<file path="src/rtl/demux3_buf.sv">
// 3-way stream demultiplexer: one tagged valid/ready input steered into
// three independent per-channel FIFOs, with a sticky error for illegal tags.
module demux3_buf #(
    parameter int NB             = 32,
    parameter int DEPTH          = 2,
    parameter bit ERR_ON_ILLEGAL = 1'b1
) (
    input  logic          clk,
    input  logic          rst_n,
    input  logic          in_valid,
    output logic          in_ready,
    input  logic [NB-1:0] in_data,
    input  logic [1:0]    in_sel,
    output logic [2:0]    out_valid,
    input  logic [2:0]    out_ready,
    output logic [NB-1:0] out_data0,
    output logic [NB-1:0] out_data1,
    output logic [NB-1:0] out_data2,
    output logic          err,
    input  logic          err_clr
);
    // Handshake: a beat moves on a channel only in a cycle where valid and
    // ready are both high at the rising edge; valid never depends on ready.

    localparam int PW = $clog2(DEPTH);
    localparam int CW = PW + 1;

    logic [NB-1:0] mem [3][DEPTH];
    logic [PW-1:0] wr_ptr [3];
    logic [PW-1:0] rd_ptr [3];
    logic [CW-1:0] cnt    [3];

    logic [2:0] full;
    logic [2:0] push_ok;
    logic [2:0] pop_ok;
    logic       illegal;

    always_comb begin
        for (int i = 0; i < 3; i++) begin
            full[i]      = (cnt[i] == CW'(DEPTH));
            out_valid[i] = (cnt[i] != '0);
        end
    end

    // in_ready looks only at registered fullness, never at out_ready, so a
    // full channel refuses a push even while its head is being popped.
    always_comb begin
        case (in_sel)
            2'd0:    in_ready = !full[0];
            2'd1:    in_ready = !full[1];
            2'd2:    in_ready = !full[2];
            default: in_ready = 1'b1;
        endcase
    end

    always_comb begin
        for (int i = 0; i < 3; i++) begin
            push_ok[i] = in_valid && in_ready && (in_sel == 2'(i));
            pop_ok[i]  = out_valid[i] && out_ready[i];
        end
        illegal = in_valid && (in_sel == 2'd3);
    end

    always_ff @(posedge clk or negedge rst_n) begin
        if (!rst_n) begin
            for (int i = 0; i < 3; i++) begin
                wr_ptr[i] <= '0;
                rd_ptr[i] <= '0;
                cnt[i]    <= '0;
            end
        end else begin
            for (int i = 0; i < 3; i++) begin
                if (push_ok[i]) wr_ptr[i] <= wr_ptr[i] + PW'(1);
                if (pop_ok[i])  rd_ptr[i] <= rd_ptr[i] + PW'(1);
                case ({push_ok[i], pop_ok[i]})
                    2'b10:   cnt[i] <= cnt[i] + CW'(1);
                    2'b01:   cnt[i] <= cnt[i] - CW'(1);
                    default: cnt[i] <= cnt[i];
                endcase
            end
        end
    end

    // Payload storage is not reset; out_valid qualifies it.
    always_ff @(posedge clk) begin
        for (int i = 0; i < 3; i++) begin
            if (push_ok[i]) mem[i][wr_ptr[i]] <= in_data;
        end
    end

    assign out_data0 = mem[0][rd_ptr[0]];
    assign out_data1 = mem[1][rd_ptr[1]];
    assign out_data2 = mem[2][rd_ptr[2]];

    // Set wins over clear when both happen in the same cycle.
    always_ff @(posedge clk or negedge rst_n) begin
        if (!rst_n) begin
            err <= 1'b0;
        end else if (illegal) begin
            err <= 1'b1;
        end else if (err_clr) begin
            err <= 1'b0;
        end
    end

    // Benches that drive illegal tags on purpose can turn this report off.
    generate
        if (ERR_ON_ILLEGAL) begin : g_illegal_chk
            a_legal_sel : assert property (@(posedge clk) disable iff (!rst_n) !illegal)
                else $error("demux3_buf: beat accepted with in_sel == 3");
        end
    endgenerate

endmodule

</file>
<file path="config.mk">
export PLATFORM = sky130hd
export DESIGN_NAME = demux3_buf
export DESIGN_NICKNAME = d
export VERILOG_FILES = /design/src/rtl/demux3_buf.sv
export SDC_FILE = /design/constraint.sdc
export NUM_CORES = 1
export LEC_CHECK = 0
export CAP_MARGIN = 5
export CORE_MARGIN = 1.5
export CORE_UTILIZATION = 30
export CTS_CLUSTER_SIZE = 30
export DETAILED_ROUTE_END_ITERATION = 12
export PLACE_DENSITY = 0.59
export SYNTH_ARGS = -nofsm -noshare
export SYNTH_HDL_FRONTEND = slang
export SYNTH_SLANG_ARGS = --single-unit
</file>
<file path="constraint.sdc">
create_clock -name clk -period 3.6 [get_ports clk]
set_input_delay 0.72 -clock clk [delete_from_list [all_inputs] [get_ports clk]]
set_output_delay 0.72 -clock clk [all_outputs]
set_load 0.05 [all_outputs]
</file>
==> metrics.txt, run 1 <==
worst hold path class=reg2reg; leakage power=between 3 and 4 nW; Global Route Usage Sum=0.121; DR vias/cell=4.34; CP bufs+invs=1; post-CTS setup buffer count=0; first-pass GRT wire length=24000 um; CTS buffer count=22; Layout Nets=between 500 and 600; crit path launch type=register; Post-Syn Nets=408; I/O pins=approximately 140; CTS Hold Buffers Added=0; area grow syn2layout=34.6%; post-DP HPWL=10100 um; Arr. time, crit path=roughly 2600 ps; f_max=299 MHz; htree depth=1; vias in the first global route=roughly 4200; Wirelength per Cell=18.1 um; detailed-route via count=3781; Reg clk slew, reported paths=50 ps; Synth Cell Area=7580 um^2; VDD IR-drop max=0.000444 V; CP Class=reg2out; layout cells sized above 1=0.281; CTS tree=done; power per cell area=~800 nW/um^2; Power Total=0.00835 W; CTS resizes=0; CP Max Fanout=33; flops & latches, synth=~200; Final Hold Fails=0; # DRC=0; pin count of the biggest net entering global routing=34; Req. time, crit path=about 2900 ps; commonest non-fill, non-tap cell in the layout=edfxtp_1; max cap viols=0; Initial Utilization=0.304; Clock Skew=7.37 ps; CTS Sinks=about 210; Final Cycle Share=0.930; Slowest cell on crit path=dfrtp_2; Final min period=about 3300 ps; RSZ-0062 raised after global routing=false; Die Height=162 um; Yosys cell types=22; DIE AREA=around 26000 um^2; most frequent cells in the layout=192 x edfxtp_1, 141 x clkdlybuf4s50_1, 96 x mux2_2; Tightest Pin Transition=917 ps; initial antenna violation count=1; critical path capture point type=output port; post-route ant nets=0; CP max stage delay=970 ps; cell count after synthesis=364; synthesized area per cell=20.8 um^2; CTS max path bufs=3; setup_tns=0 ps; YS warnings=0; Top delay family on crit path=flip-flops; global route overflow=0; DR pass1 iterations=4; setup ws final=approximately 250 ps; core area=roughly 25000 um^2; clk root buf=clkbuf_16; std cell rows=58; fin. max-slew vios=0; routability cong.=0.746; Ant. Diodes=0; cell chain of the critical path=mux2_2, clkdlybuf4s50_1; sequential element share of the synthesized area=0.803; final WL=roughly 16000 um; 1st-iter DRT viols=220; final setup fails=0; Port Buffers=roughly 140; die width=around 160 um; status=completed; worst-skew pair later-pin latency=approximately 490 ps; headroom to the max-slew limit=0.389; Place WS=287 ps
==> path summary, 6_finish.rpt <==
kind                            slack (ps)  startpoint  cells past startpoint            end
worst max-delay path                   250   rd_ptr[2]                      2  out_data0[10]
worst min-delay path                   490      cnt[1]                      1         cnt[1]
worst max register to register        1560      cnt[4]                      4      mem[0][6]
worst min register to register         490      cnt[1]                      1         cnt[1]
max in group asynchronous             2560       rst_n                      1      rd_ptr[0]
min in group asynchronous              610       rst_n                      1      wr_ptr[2]
==> registers in the layout, indices dropped and copies added (netlist names) <==
| name | count |
|---|---|
| mem | 192 |
| rd_ptr | 3 |
| wr_ptr | 3 |
| err | 1 |
| cnt | 6 |
==> kinds of logic (layout without fill, tap and decap cells) <==
family / Yosys count / in the layout / share of synthesized area
simple gates: 24 / 24 / 0.0177
compound gates: 3 / 3 / 0.00231
xor+xnor: 15 / 15 / 0.0183
mux: 96 / 96 / 0.143
fa+ha+maj: 3 / 3 / 0.00495
buf+inv: 18 / 195 / 0.0111
flops: 205 / 205 / 0.803
==> metrics by stage <==
stage	util	hold slack, ps	area (um^2)	instances
3_5_place_dp	0.381	476	9520	834
4_1_cts	0.409	489	10200	871
6_report	0.409	486	10200	871
5_1_grt	0.409	499	10200	871
2_1_floorplan	-	424	7580	364
3_3_place_gp	0.381	471	9520	834
==> where the power goes <==
part	internal [W]	switching, W	leakage (nW)	total (W)
clock network	0.00130	0.000843	0.336	0.00215
logic	0.00120	0.00183	1.16	0.00303
registers	0.00284	0.000329	1.89	0.00317
==> cell type report <==
class                   count  area (um^2)
inverters                   5         18.8
repair buffers            153         1540
clock inverters             8         91.3
multi-input cells         141         1450
well taps                 330          413
flip-flops and latches    205         6090
fillers                  2277        14800
clock buffers              29          598
==> metal layers <==
layer  global-route usage  vias to the layer above  share of wire
li1                     -                     1735              -
met1                0.145                     1905           0.41
met2                0.214                      107           0.51
met3               0.0301                       32          0.057
met4               0.0392                        2          0.024
met5                    0                        -         0.0011
==> Yosys cell counts <==
master      n  area (um^2)
a21oi_1     1         5.00
or3_1       1         6.26
nand4b_1    2         17.5
a31oi_1     1         6.26
nor2_1      9         33.8
ha_1        3         37.5
and2_1      3         18.8
buf_2      13         65.1
or2_2       3         18.8
nor2b_1     1         6.26
xor2_1      6         52.6
dfrtp_1    13          325
o22ai_1     1         6.26
xnor2_1     8         70.1
edfxtp_1  192         5770
mux2_2     96         1080
nand3b_1    1         7.51
or3b_2      1         8.76
xnor2_2     1         16.3
nand2_1     1         3.75
inv_1       5         18.8
nand2b_1    2         12.5
Power figures use the tool's default switching activity.
==> run 2, diff against run 1 <==
- GPL_TIMING_DRIVEN: not set -> 1
==> results of run 2 <==
Final layout, timing and power as in run 1 (identical DEF).
